**config.mk**
```make
export PLATFORM = sky130hd
export DESIGN_NAME = sel_arbiter
export DESIGN_NICKNAME = d
export VERILOG_FILES = /design/src/rtl/sel_arbiter.sv
export SDC_FILE = /design/constraint.sdc
export NUM_CORES = 1
export LEC_CHECK = 0
export CORE_MARGIN = 4
export CORE_UTILIZATION = 45
export DETAILED_ROUTE_END_ITERATION = 12
export PLACE_DENSITY_LB_ADDON = 0.2
export SYNTH_ARGS = -nofsm -noshare
export SYNTH_HDL_FRONTEND = slang
export SYNTH_SLANG_ARGS = --single-unit
```
**constraint.sdc**
```tcl
create_clock -name clk_i -period 1.6 [get_ports clk_i]
set_input_delay 0.32 -clock clk_i [delete_from_list [all_inputs] [get_ports clk_i]]
set_output_delay 0.32 -clock clk_i [all_outputs]
set_load 0.1 [all_outputs]
```
**src/rtl/sel_arbiter.sv**
```systemverilog
// Round-robin arbiter for the 2-bit select of a 4:1 datapath mux, with a dead cycle between owners.
// Optional owner timeout is enabled by defining SEL_ARB_TIMEOUT_EN.
module sel_arbiter #(
    parameter int         MAX_HOLD = 8,
    parameter int         CNT_W    = 4,
    parameter logic [1:0] PARK_SEL = 2'b00
) (
    input  logic       clk_i,
    input  logic       rst_i,
    input  logic [3:0] req_i,
    input  logic [3:0] done_i,
    output logic [3:0] grant_o,
    output logic [1:0] select_o,
    output logic       busy_o,
    output logic       expired_o
);

    typedef enum logic [1:0] {IDLE, GRANT, SWITCH} state_e;

    state_e     state_q, state_d;
    logic [3:0] grant_q, grant_d;
    logic [1:0] select_q, select_d;
    logic       busy_q, busy_d;
    logic [1:0] owner_q, owner_d;
    logic [1:0] rrPtr_q, rrPtr_d;

    logic       winValid;
    logic [1:0] winIdx;
    logic [1:0] probeIdx;
    logic       ownerRelease;
    logic       timeout;

    if (2 ** CNT_W <= MAX_HOLD) begin : gBadCfg
        $error("sel_arbiter: CNT_W too narrow for MAX_HOLD");
    end

    // Scan downward so the requester closest to the pointer is the last, winning, assignment.
    always_comb begin
        winValid = 1'b0;
        winIdx   = rrPtr_q;
        probeIdx = rrPtr_q;
        for (int i = 3; i >= 0; i--) begin
            probeIdx = rrPtr_q + 2'(i);
            if (req_i[probeIdx]) begin
                winValid = 1'b1;
                winIdx   = probeIdx;
            end
        end
    end

    assign ownerRelease = done_i[owner_q] | ~req_i[owner_q];

    always_comb begin
        state_d  = state_q;
        grant_d  = grant_q;
        select_d = select_q;
        busy_d   = busy_q;
        owner_d  = owner_q;
        rrPtr_d  = rrPtr_q;
        case (state_q)
            IDLE: begin
                grant_d  = 4'b0000;
                select_d = PARK_SEL;
                busy_d   = 1'b0;
                if (winValid) begin
                    state_d  = GRANT;
                    grant_d  = 4'(4'b0001 << winIdx);
                    select_d = winIdx;
                    busy_d   = 1'b1;
                    owner_d  = winIdx;
                    rrPtr_d  = winIdx + 2'd1;
                end
            end
            GRANT: begin
                if (ownerRelease || timeout) begin
                    state_d  = SWITCH;
                    grant_d  = 4'b0000;
                    select_d = PARK_SEL;
                    busy_d   = 1'b1;
                end
            end
            SWITCH: begin
                state_d  = IDLE;
                grant_d  = 4'b0000;
                select_d = PARK_SEL;
                busy_d   = 1'b0;
            end
            default: begin
                state_d  = IDLE;
                grant_d  = 4'b0000;
                select_d = PARK_SEL;
                busy_d   = 1'b0;
            end
        endcase
    end

    always_ff @(posedge clk_i) begin
        if (rst_i) begin
            state_q  <= IDLE;
            grant_q  <= 4'b0000;
            select_q <= PARK_SEL;
            busy_q   <= 1'b0;
            owner_q  <= 2'd0;
            rrPtr_q  <= 2'd0;
        end else begin
            state_q  <= state_d;
            grant_q  <= grant_d;
            select_q <= select_d;
            busy_q   <= busy_d;
            owner_q  <= owner_d;
            rrPtr_q  <= rrPtr_d;
        end
    end

`ifdef SEL_ARB_TIMEOUT_EN
    logic [CNT_W-1:0] holdCnt_q, holdCnt_d;
    logic             expired_q, expired_d;

    // The count reaching MAX_HOLD on this edge is the revoke point; a release on the same edge wins.
    assign timeout = (state_q == GRANT) && (holdCnt_q == CNT_W'(MAX_HOLD - 1));

    always_comb begin
        holdCnt_d = holdCnt_q;
        expired_d = 1'b0;
        if (state_q == IDLE) begin
            holdCnt_d = '0;
        end else if (state_q == GRANT) begin
            holdCnt_d = holdCnt_q + 1'b1;
            expired_d = timeout && !ownerRelease;
        end
    end

    always_ff @(posedge clk_i) begin
        if (rst_i) begin
            holdCnt_q <= '0;
            expired_q <= 1'b0;
        end else begin
            holdCnt_q <= holdCnt_d;
            expired_q <= expired_d;
        end
    end

    assign expired_o = expired_q;
`else
    assign timeout   = 1'b0;
    assign expired_o = 1'b0;
`endif

    assign grant_o  = grant_q;
    assign select_o = select_q;
    assign busy_o   = busy_q;

endmodule
```
==> results of run 1 <==
[layer usage]
| metal | vias to the layer above | GRT usage (%) |
|---|---|---|
| met5 | - | 0 |
| met3 | 5 | 4.74 |
| met4 | 0 | 8.52 |
| met2 | 18 | 28.1 |
| met1 | 291 | 21.5 |
| li1 | 306 | - |
[synthesized netlist by cell type]
master,instances
nor2_8,1
o21bai_1,1
buf_4,1
a211o_2,1
a21oi_1,6
or3_1,1
nand3_1,1
nand4b_1,1
nor2_1,11
conb_1,1
nand2_2,1
or2b_1,2
nand2_1,6
clkbuf_1,1
nor3b_1,1
mux4_2,1
xor2_1,1
a211o_1,1
a21boi_1,1
o21a_1,1
nor4b_2,1
nor3_1,1
nand3b_1,2
dfxtp_1,13
o21ai_0,1
nor2b_1,2
a32oi_1,1
a21oi_2,2
a211oi_2,1
nand2b_1,5
a22oi_1,1
[cell families after synthesis]
group	after synthesis	share of synthesized area, %
buffers and inverters	2	1.76
DFF	13	40.6
muxes	1	3.52
other	1	0.585
and+or+nand+nor	36	33.0
xor gates and xnor gates	1	1.37
AOI/OAI and AO/OA	17	19.1
[per-stage QoR]
step | utilization, % | setup TNS [ns] | cell area [um^2] | std cells | hold slack (ns)
after floorplan | - | 0 | 641 | 71 | 0.385
after global placement | 71.8 | -3.97 | 946 | 109 | 0.475
after detailed placement | 71.8 | -4.19 | 946 | 109 | 0.490
final | 76.5 | 0 | 1010 | 113 | 0.504
after global routing | 76.5 | 0 | 1010 | 113 | 0.523
after CTS | 74.4 | -0.00209 | 980 | 113 | 0.508
[worst paths after layout]
check	start	end	cells past startpoint
setup reg to reg	rrPtr_q[1]	rrPtr_q[1]	5
hold reg to reg	select_o[1]	select_o[1]	2
setup / recovery	req_i[0]	rrPtr_q[1]	6
hold / removal	select_o[1]	select_o[1]	2
[power by group]
| part | internal [mW] | switching (mW) |
|---|---|---|
| Sequential | 0.370 | 0.0423 |
| Clock | 0.0967 | 0.111 |
| Combinational | 0.227 | 0.323 |
| Total | 0.694 | 0.476 |
[final cells by class]
cell class              count  share of cell area, %
multi-input cells          56                   39.7
repair buffers             25                   30.0
flip-flops and latches     13                   25.8
clock buffers               4                   2.61
well taps                  15                   1.86
[worst min-delay path, stage by stage (launching register included)]
cell	delay [ns]
dfxtp_1	0.35
nand2_2	0.07
a21oi_2	0.04
[timing repair]
item / 4_1_cts / 5_1_grt
setup endpoints to repair: 9 / 7
gates resized for setup: 7 / 7
pin swaps: 3 / 3
[registers in the layout, summed over array words and instances, names as in the netlist]
name / cells
grant_o: 4
owner_q: 2
rrPtr_q: 2
select_o: 2
state_q: 2
busy_o: 1
==> insert_results.sql, run 1 <==
INSERT INTO impl_metrics (metric_group, metric, value, unit) VALUES
('run_status', 'run_status', 'finished clean', ''),
('synthesis', 'yosys_top_cell_area_share', '40.6', '%'),
('floorplan', 'std_cell_core_area', '1320', 'um^2'),
('sta', 'maxSlewViolCount', '0', ''),
('layout', 'highest_count_cells_in_the_layout_ignoring_fill_and_taps', 'dfxtp_1 (13), nor2_1 (11), buf_4 (9), buf_12 (7), a21oi_1 (5)', ''),
('setup_path', 'r2r_slack', '0.13', 'ns'),
('synthesis', 'synth_top_cell_by_area', 'dfxtp_1', ''),
('synthesis', 'syn_avg_cell_area', '9.02', 'um^2'),
('layout', 'nets', '109', ''),
('clock_network', 'post_cts_buffers', '0', ''),
('setup_path', 'crit_chain', 'dlygate4sd2_1 > nor2b_1 > o21a_1 > a211o_2 > xor2_1 > a211oi_2', ''),
('clock_network', 'clock_sinks', '13', ''),
('route', 'drt_wl_total', '1.57', 'mm'),
('clock_network', 'cts_tree', 'built', ''),
('route', 'wl_met1', '662', 'um'),
('synthesis', 'yosys.cell_types.count', '31', ''),
('route', 'highest-signal-layer', 'met4', ''),
('layout', 'multiInputGateArea', '400', 'um^2'),
('route', 'via_count', '620', ''),
('power', 'post-layout-total-power', '1.17', 'mW'),
('setup_path', 'worst-path-buf-inv', '1', ''),
('setup_path', 'path_max_fanout', '5', ''),
('layout', 'nFillCells', '97', ''),
('grt', 'grt_overflow', '0', ''),
('sta', 'slew-limit-headroom', '63.6', '%'),
('layout', 'layout_commonest_cell', 'dfxtp_1', ''),
('power', 'p_leak', '0.460', 'nW'),
('clock_network', 'clkSlewWorstSetupHoldPaths', '0.09', 'ns'),
('setup_path', 'setup.worst_path.start_class', 'primary input', ''),
('setup_path', 'timing.critical_path.to_type', 'flip-flop', ''),
('floorplan', 'placementRows', '13', ''),
('sta', 'report.final.setup_viol', '0', ''),
('sta', 'finalCritPeriodShare', '93.0', '%'),
('synthesis', 'yosys_warnings', '0', ''),
('route', 'first_iter_violations', '9', ''),
('grt', 'grt_pass1_vias', '585', ''),
('sta', 'rsz0062_at_grt', 'false', ''),
('grt', 'pin_count_of_the_biggest_net_entering_global_routing', '14', ''),
('synthesis', 'cell_count_after_synthesis', '71', ''),
('setup_path', 'critPathSlowestCell', 'a211o_2', ''),
('setup_path', 'worst-setup-path-type', 'in2reg', ''),
('layout', 'insertedDiodeCount', '0', ''),
('synthesis', 'postSynthRegisterBits', '13', ''),
('clock_network', 'cts_buffers', '3', ''),
('synthesis', 'synth-seq-area-share', '40.6', '%'),
('worst_hold_path', 'path_class_of_the_lowest_slack_min_delay_path', 'reg2reg', ''),
('route', 'drt_pre_antenna_iters', '4', ''),
('place', 'dp.final_hpwl', '1.19', 'mm'),
('place', 'place_ws', '-0.407', 'ns'),
('synthesis', 'synth_fp_nets', '81', ''),
('setup_path', 'arrival', '1.69', 'ns'),
('setup_path', 'cpLargestDelayFamily', 'compound AO/OA/AOI/OAI gates', ''),
('route', 'routed_wire_length_per_instance', '13.9', 'um'),
('grt', 'grt_pass1_wl', '2.57', 'mm'),
('floorplan', 'initial_utilization', '48.6', '%'),
('power', 'vdd.ir_drop.worst', '0.755', 'mV'),
('floorplan', 'y_dimension_of_the_die', '45.7', 'um'),
('layout', 'syn_to_final_growth', '57.4', '%'),
('sta', 'period_needed', '1.49', 'ns'),
('setup_path', 'max_incr_delay_on_cp', '0.34', 'ns'),
('floorplan', 'boundaryPins', '18', ''),
('clock_network', 'cts_htree_levels', '1', ''),
('floorplan', 'fp.dieW', '45.7', 'um'),
('run', 'drv_cap', '0', ''),
('power', 'power_density', '1160', 'nW/um^2'),
('synthesis', 'synth.area.top_cells', 'dfxtp_1 (41%), nor2_1 (6.4%), nand2b_1 (4.9%), a21oi_1 (4.7%), mux4_2 (3.5%)', ''),
('clock_network', 'cts_hold_buffers', '0', ''),
('route', 'dr_wl_met3', '97', 'um'),
('route', 'postRouteAntennaNets', '0', ''),
('clock_network', 'cts_max_path_buffers', '2', ''),
('sta', 'worst_pin_slew', '0.544', 'ns');
(Power assumes the default switching activity.)
==> inputs of run 2 (changes only) <==
--- a/config.mk
+++ b/config.mk
@@ -5,10 +5,11 @@
 export SDC_FILE = /design/constraint.sdc
 export NUM_CORES = 1
 export LEC_CHECK = 0
-export CORE_MARGIN = 4
+export CORE_MARGIN = 1
 export CORE_UTILIZATION = 45
 export DETAILED_ROUTE_END_ITERATION = 12
 export PLACE_DENSITY_LB_ADDON = 0.2
+export RECOVER_POWER = 100
 export SYNTH_ARGS = -nofsm -noshare
 export SYNTH_HDL_FRONTEND = slang
 export SYNTH_SLANG_ARGS = --single-unit
==> run 2 against run 1 <==
Compared with the run above:
- design area is 8.3% lower
- clock-buffer cell count did not move
- critical path depth stayed put
- clock power is 3% lower
- critical endpoint is now select_o[1]
- core utilization is 6.4 points lower
- worst hold slack worse by 0.036 ns
- global-route usage grew 3.9 points
- first-iteration DRC count is 11% lower
- clock skew decreased by 0.0077 ns
- die area shrank 25%
- highest routed layer unchanged
- worst setup slack lost 0.085 ns
==> insert_results.sql, run 2 (synthesized netlist as in run 1, its figures left out) <==
INSERT INTO impl_metrics (metric_group, metric, value, unit) VALUES
('run_status', 'run_status', 'finished clean', ''),
('floorplan', 'fp.dieArea', '1580', 'um^2'),
('place', 'gpl.final_weighted_congestion', '0.728', ''),
('route', 'detail_route.drc_violations', '0', ''),
('floorplan', 'boundaryPins', '18', ''),
('route', 'first_iter_violations', '8', ''),
('setup_path', 'timing.critical_path.to_type', 'flip-flop', ''),
('clock_network', 'clk_latency', '0.27', 'ns'),
('layout', 'fin_util', '70.2', '%'),
('clock_network', 'cts_htree_levels', '1', ''),
('floorplan', 'std_cell_core_area', '1320', 'um^2'),
('layout', 'syn_to_final_growth', '44.3', '%'),
('grt', 'antenna_found_initial', '0', ''),
('setup_path', 'worst-setup-path-type', 'in2reg', ''),
('route', 'routed_wire_length_per_instance', '13.0', 'um'),
('setup_path', 'worstPathRequired', '1.81', 'ns'),
('place', 'buffer_ports.inserted', '16', ''),
('clock_network', 'cts_hold_buffers', '0', ''),
('clock_network', 'cts_tree', 'built', ''),
('floorplan', 'initial_utilization', '48.6', '%'),
('sta', 'worst_clock_skew', '0.00122', 'ns'),
('sta', 'worst_pin_slew', '0.545', 'ns'),
('clock_network', 'cts_buffers', '3', ''),
('power', 'vdd.ir_drop.worst', '0.794', 'mV'),
('worst_hold_path', 'path_class_of_the_lowest_slack_min_delay_path', 'reg2reg', ''),
('sta', 'report.final.setup_viol', '0', ''),
('sta', 'maxSlewViolCount', '0', ''),
('place', 'total_cell_area_at_the_placement_stage', '946', 'um^2'),
('setup_path', 'worstRegToRegCells', '5', ''),
('layout', 'insertedDiodeCount', '0', ''),
('setup_path', 'path_max_fanout', '7', ''),
('run', 'drv_cap', '0', ''),
('route', 'post_drt_via_cell_ratio', '5.24', ''),
('setup_path', 'arrival', '1.78', 'ns'),
('floorplan', 'fp.dieW', '39.7', 'um'),
('setup_path', 'critical_path.reg2reg.startpoint', 'rrPtr_q[1]', ''),
('clock_network', 'cts_max_path_buffers', '2', ''),
('clock_network', 'clkSlewWorstSetupHoldPaths', '0.08', 'ns'),
('setup_path', 'r2r_slack', '0.14', 'ns'),
('setup_path', 'end_of_the_worst_register_to_register_path', 'rrPtr_q[1]', ''),
('layout', 'highest_count_cells_in_the_layout_ignoring_fill_and_taps', 'dfxtp_1 (13), nor2_1 (11), buf_4 (9), clkbuf_2 (6), nand2_1 (5)', ''),
('power', 'intPower', '0.642', 'mW'),
('layout', 'layout_commonest_cell', 'dfxtp_1', ''),
('setup_path', 'timing_startpoint_of_the_critical_path', 'done_i[1]', ''),
('grt', 'pin_count_of_the_biggest_net_entering_global_routing', '14', ''),
('power', 'sequentialPowerShare', '36.4', '%'),
('power', 'clock_power_share', '18.4', '%'),
('grt', 'grt_util_all_layers', '21.5', '%'),
('sta', 'slew-limit-headroom', '63.8', '%'),
('layout', 'nets', '109', ''),
('layout', 'stdcell_area', '925', 'um^2'),
('worst_hold_path', 'hold_path.startpoint', 'grant_o[1]', ''),
('grt', 'grt_overflow', '0', ''),
('route', 'via_count', '592', ''),
('sta', 'final-hold-violation-count', '0', ''),
('clock_network', 'clock_sinks', '13', ''),
('layout', 'post_route_cells_drive_above_1_share', '34.7', '%'),
('route', 'postRouteAntennaNets', '0', ''),
('sta', 'finalCritPeriodShare', '98.3', '%'),
('setup_path', 'crit_path_end', 'select_o[1]', ''),
('sta', 'rsz0062_at_grt', 'true', ''),
('floorplan', 'placementRows', '13', ''),
('sta', 'tns', '0', 'ns'),
('power', 'switching_share', '41.7', '%'),
('route', 'drt_pre_antenna_iters', '4', ''),
('power', 'p_sw', '0.458', 'mW'),
('layout', 'nFillCells', '100', ''),
('power', 'power_density', '1190', 'nW/um^2'),
('power', 'comb_pwr_share', '45.2', '%'),
('grt', 'grt_pass1_vias', '517', ''),
('sta', 'clock.fmax', '636', 'MHz'),
('setup_path', 'setup.worst_path.start_class', 'primary input', ''),
('grt', 'grt_pass1_wl', '2.19', 'mm'),
('layout', 'largest_register_ff_count', '4', ''),
('floorplan', 'y_dimension_of_the_die', '39.7', 'um'),
('place', 'dp.final_hpwl', '1.13', 'mm'),
('power', 'p_leak', '0.435', 'nW'),
('clock_network', 'cts-root-buf', 'clkbuf_4', ''),
('route', 'drt_wl_total', '1.47', 'mm'),
('sta', 'period_needed', '1.57', 'ns');
[run 2: final cells by class]
cell class	instances	area [um^2]	area share (%)
multi-input combinational	56	405	43.8
timing repair buffer	25	214	23.1
tap	15	18.8	2.03
sequential	13	260	28.1
clock buffer	4	26.3	2.84
[run 2: critical path, cell delays in order]
cell             delay (ns)
clkdlybuf4s50_1        0.38
nand2b_1               0.13
mux4_2                 0.55
nor2_8                 0.19
nand2_1                0.09
a21oi_2                0.12
[run 2: per-layer routing]
| metal | up-vias | GRT usage, % | routed length (um) |
|---|---|---|---|
| met5 | - | 0 | 0 |
| met4 | 0 | 12.9 | 32 |
| met3 | 5 | 3.98 | 78 |
| met2 | 16 | 36.1 | 706 |
| met1 | 269 | 24.8 | 653 |
| li1 | 302 | - | - |
[run 2: how the worst min path moves through the flow]
stage / end / cells past startpoint
finish: grant_o[1] / 2
global route: grant_o[1] / 2
CTS: owner_q[1] / 2
detailed placement: owner_q[1] / 2
global placement: owner_q[1] / 2
floorplan: rrPtr_q[1] / 1
[run 2: power groups by stage]
stage | registers, mW | clock network, mW | logic, mW
after floorplan | 0.559 | 0 | 0.191
after global placement | 0.416 | 0 | 0.535
after detailed placement | 0.418 | 0 | 0.543
after CTS | 0.410 | 0.208 | 0.543
after global routing | 0.406 | 0.222 | 0.530
final | 0.400 | 0.202 | 0.498
[run 2: stage by stage]
stage / instances / worst slack, ns / hold slack [ns] / total power, mW
after floorplan: 71 / 0.165 / 0.385 / 0.749
after CTS: 113 / 0.00412 / 0.500 / 1.16
after detailed placement: 109 / -0.418 / 0.489 / 0.961
after global routing: 113 / -0.00135 / 0.488 / 1.16
after global placement: 109 / -0.384 / 0.474 / 0.951
final: 113 / 0.0266 / 0.468 / 1.10
[run 2: what timing repair did]
item,in CTS,in global routing
gates resized for setup,3,11
gates cloned,0,0
endpoints found under the hold margin,0,0
setup buffers,0,0
endpoints found under the setup margin,10,8
pin swaps,1,3
==> inputs of run 3 (changes only) <==
--- a/config.mk
+++ b/config.mk
@@ -6,10 +6,11 @@
 export NUM_CORES = 1
 export LEC_CHECK = 0
 export CORE_MARGIN = 1
-export CORE_UTILIZATION = 45
+export CORE_UTILIZATION = 48
 export DETAILED_ROUTE_END_ITERATION = 12
 export PLACE_DENSITY_LB_ADDON = 0.2
 export RECOVER_POWER = 100
+export SKIP_CTS_REPAIR_TIMING = 1
 export SYNTH_ARGS = -nofsm -noshare
 export SYNTH_HDL_FRONTEND = slang
 export SYNTH_SLANG_ARGS = --single-unit
==> constraint.sdc (replaced) <==
create_clock -name clk_i -period 1.98 [get_ports clk_i]
set_input_delay 0.396 -clock clk_i [delete_from_list [all_inputs] [get_ports clk_i]]
set_output_delay 0.396 -clock clk_i [all_outputs]
set_load 0.1 [all_outputs]
==> run 3 against run 2 <==
Compared with the run above:
- sequential power fell by 19%
- critical endpoint is now grant_o[1]
- worst setup slack improved by 0.14 ns
- largest power group unchanged
- clock-buffer cell count did not move
- power fell by 23%
- global-route usage fell by 0.28 points
- sequential share of layout area rose by 3.6 points
==> insert_results.sql, run 3 (synthesized netlist as in run 1, its figures left out) <==
INSERT INTO impl_metrics (metric_group, metric, value, unit) VALUES
('power', 'p_sw', '0.355', 'mW'),
('clock_network', 'cts_max_path_buffers', '2', ''),
('route', 'detail_route.drc_violations', '0', ''),
('setup_path', 'critical_path_depth', '7', ''),
('route', 'drt_pre_antenna_iters', '4', ''),
('grt', 'grt_overflow', '0', ''),
('setup_path', 'max_incr_delay_on_cp', '0.49', 'ns'),
('route', 'routed_wire_length_per_instance', '11.9', 'um'),
('place', 'total_cell_area_at_the_placement_stage', '812', 'um^2'),
('grt', 'grt_pass1_wl', '2.10', 'mm'),
('sta', 'final.setup.worst_slack', '0.169', 'ns'),
('grt', 'pin_count_of_the_biggest_net_entering_global_routing', '14', ''),
('layout', 'insertedDiodeCount', '0', ''),
('power', 'power_density', '1030', 'nW/um^2'),
('sta', 'finalCritPeriodShare', '91.5', '%'),
('setup_path', 'setup.worst_path.start_class', 'primary input', ''),
('place', 'dp.final_hpwl', '994', 'um'),
('route', 'drt_wl_total', '1.26', 'mm'),
('sta', 'final-hold-violation-count', '0', ''),
('floorplan', 'fp.dieArea', '1480', 'um^2'),
('power', 'comb_pwr_share', '42.2', '%'),
('sta', 'slew-limit-headroom', '62.0', '%'),
('power', 'post-layout-total-power', '0.848', 'mW'),
('run_status', 'run_status', 'finished clean', ''),
('route', 'via_count', '548', ''),
('power', 'switching_share', '41.9', '%'),
('setup_path', 'worstPathRequired', '2.18', 'ns'),
('setup_path', 'crit_chain', 'clkdlybuf4s50_1 > nor2b_1 > o21a_1 > nor4b_2 > buf_4 > nand3_1 > a21oi_1', ''),
('route', 'first_iter_violations', '9', ''),
('layout', 'highest_count_cells_in_the_layout_ignoring_fill_and_taps', 'dfxtp_1 (13), nor2_1 (11), clkdlybuf4s50_1 (9), clkbuf_2 (7)', ''),
('sta', 'fin_hold_ws', '0.474', 'ns'),
('sta', 'report.final.setup_viol', '0', ''),
('layout', 'layout_commonest_cell', 'dfxtp_1', ''),
('power', 'intPower', '0.492', 'mW'),
('worst_hold_path', 'timing.hold.worst_path_depth', '2', ''),
('floorplan', 'y_dimension_of_the_die', '38.5', 'um'),
('setup_path', 'worst-path-buf-inv', '2', ''),
('floorplan', 'fp.dieW', '38.5', 'um'),
('sta', 'rsz0062_at_grt', 'false', ''),
('setup_path', 'cpLargestDelayFamily', 'buffers and inverters', ''),
('place', 'place_ws', '-0.0757', 'ns'),
('place', 'buffer_ports.inserted', '16', ''),
('power', 'clock_power_share', '19.4', '%'),
('floorplan', 'std_cell_core_area', '1170', 'um^2'),
('clock_network', 'cts_tree', 'built', ''),
('clock_network', 'cts_buffers', '3', ''),
('route', 'postRouteAntennaNets', '0', ''),
('floorplan', 'initial_utilization', '54.7', '%'),
('power', 'p_leak', '0.343', 'nW'),
('grt', 'grt_pass1_vias', '505', ''),
('layout', 'syn_to_final_growth', '28.1', '%'),
('setup_path', 'worst-setup-path-type', 'in2reg', ''),
('setup_path', 'critPathSlowestCell', 'clkdlybuf4s50_1', ''),
('layout', 'nets', '103', ''),
('layout', 'largest_register_ff_count', '4', ''),
('setup_path', 'arrival', '2.01', 'ns'),
('clock_network', 'clk_latency', '0.28', 'ns'),
('sta', 'worst_pin_slew', '0.568', 'ns'),
('clock_network', 'cts-root-buf', 'clkbuf_4', ''),
('sta', 'clock.fmax', '552', 'MHz'),
('power', 'vdd.ir_drop.worst', '0.618', 'mV'),
('setup_path', 'timing.critical_path.to_type', 'flip-flop', ''),
('place', 'gpl.final_weighted_congestion', '0.826', ''),
('clock_network', 'clock_sinks', '13', ''),
('sta', 'period_needed', '1.81', 'ns'),
('clock_network', 'cts_htree_levels', '1', ''),
('clock_network', 'clkSlewWorstSetupHoldPaths', '0.07', 'ns'),
('floorplan', 'boundaryPins', '18', ''),
('power', 'sequentialPowerShare', '38.4', '%'),
('run', 'drv_cap', '0', ''),
('grt', 'grt_util_all_layers', '21.2', '%'),
('grt', 'antenna_found_initial', '0', ''),
('route', 'post_drt_via_cell_ratio', '5.17', ''),
('worst_hold_path', 'path_class_of_the_lowest_slack_min_delay_path', 'reg2reg', ''),
('sta', 'worst_clock_skew', '0.00263', 'ns'),
('floorplan', 'placementRows', '12', ''),
('layout', 'stdcell_area', '821', 'um^2'),
('setup_path', 'worstRegToRegCells', '5', ''),
('setup_path', 'path_max_fanout', '5', ''),
('layout', 'post_route_cells_drive_above_1_share', '22.8', '%'),
('sta', 'maxSlewViolCount', '0', '');
run 3: cell types whose count changed in the layout (fill, tap and decap cells not counted), sizes merged:
cell,before,now
buf,10,3
clkbuf,10,11
clkdlybuf4s50,2,9
dlygate4sd2,3,0
dlymetal6s2s,4,0
run 3: worst paths after layout:
| check | from | endpoint | slack, ns |
|---|---|---|---|
| worst min register to register | select_o[1] | select_o[1] | 0.47 |
| worst min-delay path | select_o[1] | select_o[1] | 0.47 |
| worst max register to register | rrPtr_q[1] | rrPtr_q[1] | 0.50 |
| worst max-delay path | req_i[2] | grant_o[1] | 0.17 |
run 3: metrics by stage:
| step | setup TNS [ns] | cells | utilization, % |
|---|---|---|---|
| 6_report | 0 | 106 | 70.1 |
| 5_1_grt | 0 | 106 | 70.1 |
| 4_1_cts | 0 | 106 | 71.6 |
| 3_5_place_dp | -0.449 | 102 | 69.3 |
| 3_3_place_gp | -0.273 | 102 | 69.3 |
| 2_1_floorplan | 0 | 71 | - |
run 3: metal layers:
| layer | track usage [%] | up-vias | part of all wire, % |
|---|---|---|---|
| met1 | 26.4 | 244 | 46 |
| met3 | 10.5 | 2 | 5.1 |
| met5 | 0 | - | 0 |
| met2 | 32.5 | 12 | 47 |
| met4 | 5.17 | 0 | 1.3 |
| li1 | - | 290 | - |
run 3: worst register-to-register path, cell delays in order (launching register included):
cell	delay [ns]
dfxtp_1	0.36
or3_1	0.40
nand4b_1	0.12
nand2_1	0.13
xor2_1	0.20
a211oi_2	0.20
run 3: area by class of cell:
cell class	count	area, um^2
clock buffers	4	26.3
repair buffers	19	148
fillers	98	350
flip-flops and latches	13	260
well taps	14	17.5
multi-input cells	56	369
run 3: power by group through the flow:
stage / clock network [mW] / logic [mW] / registers, mW
6_report: 0.164 / 0.358 / 0.326
5_1_grt: 0.178 / 0.385 / 0.331
4_1_cts: 0.171 / 0.369 / 0.326
3_5_place_dp: 0 / 0.369 / 0.332
3_3_place_gp: 0 / 0.364 / 0.331
2_1_floorplan: 0 / 0.154 / 0.451
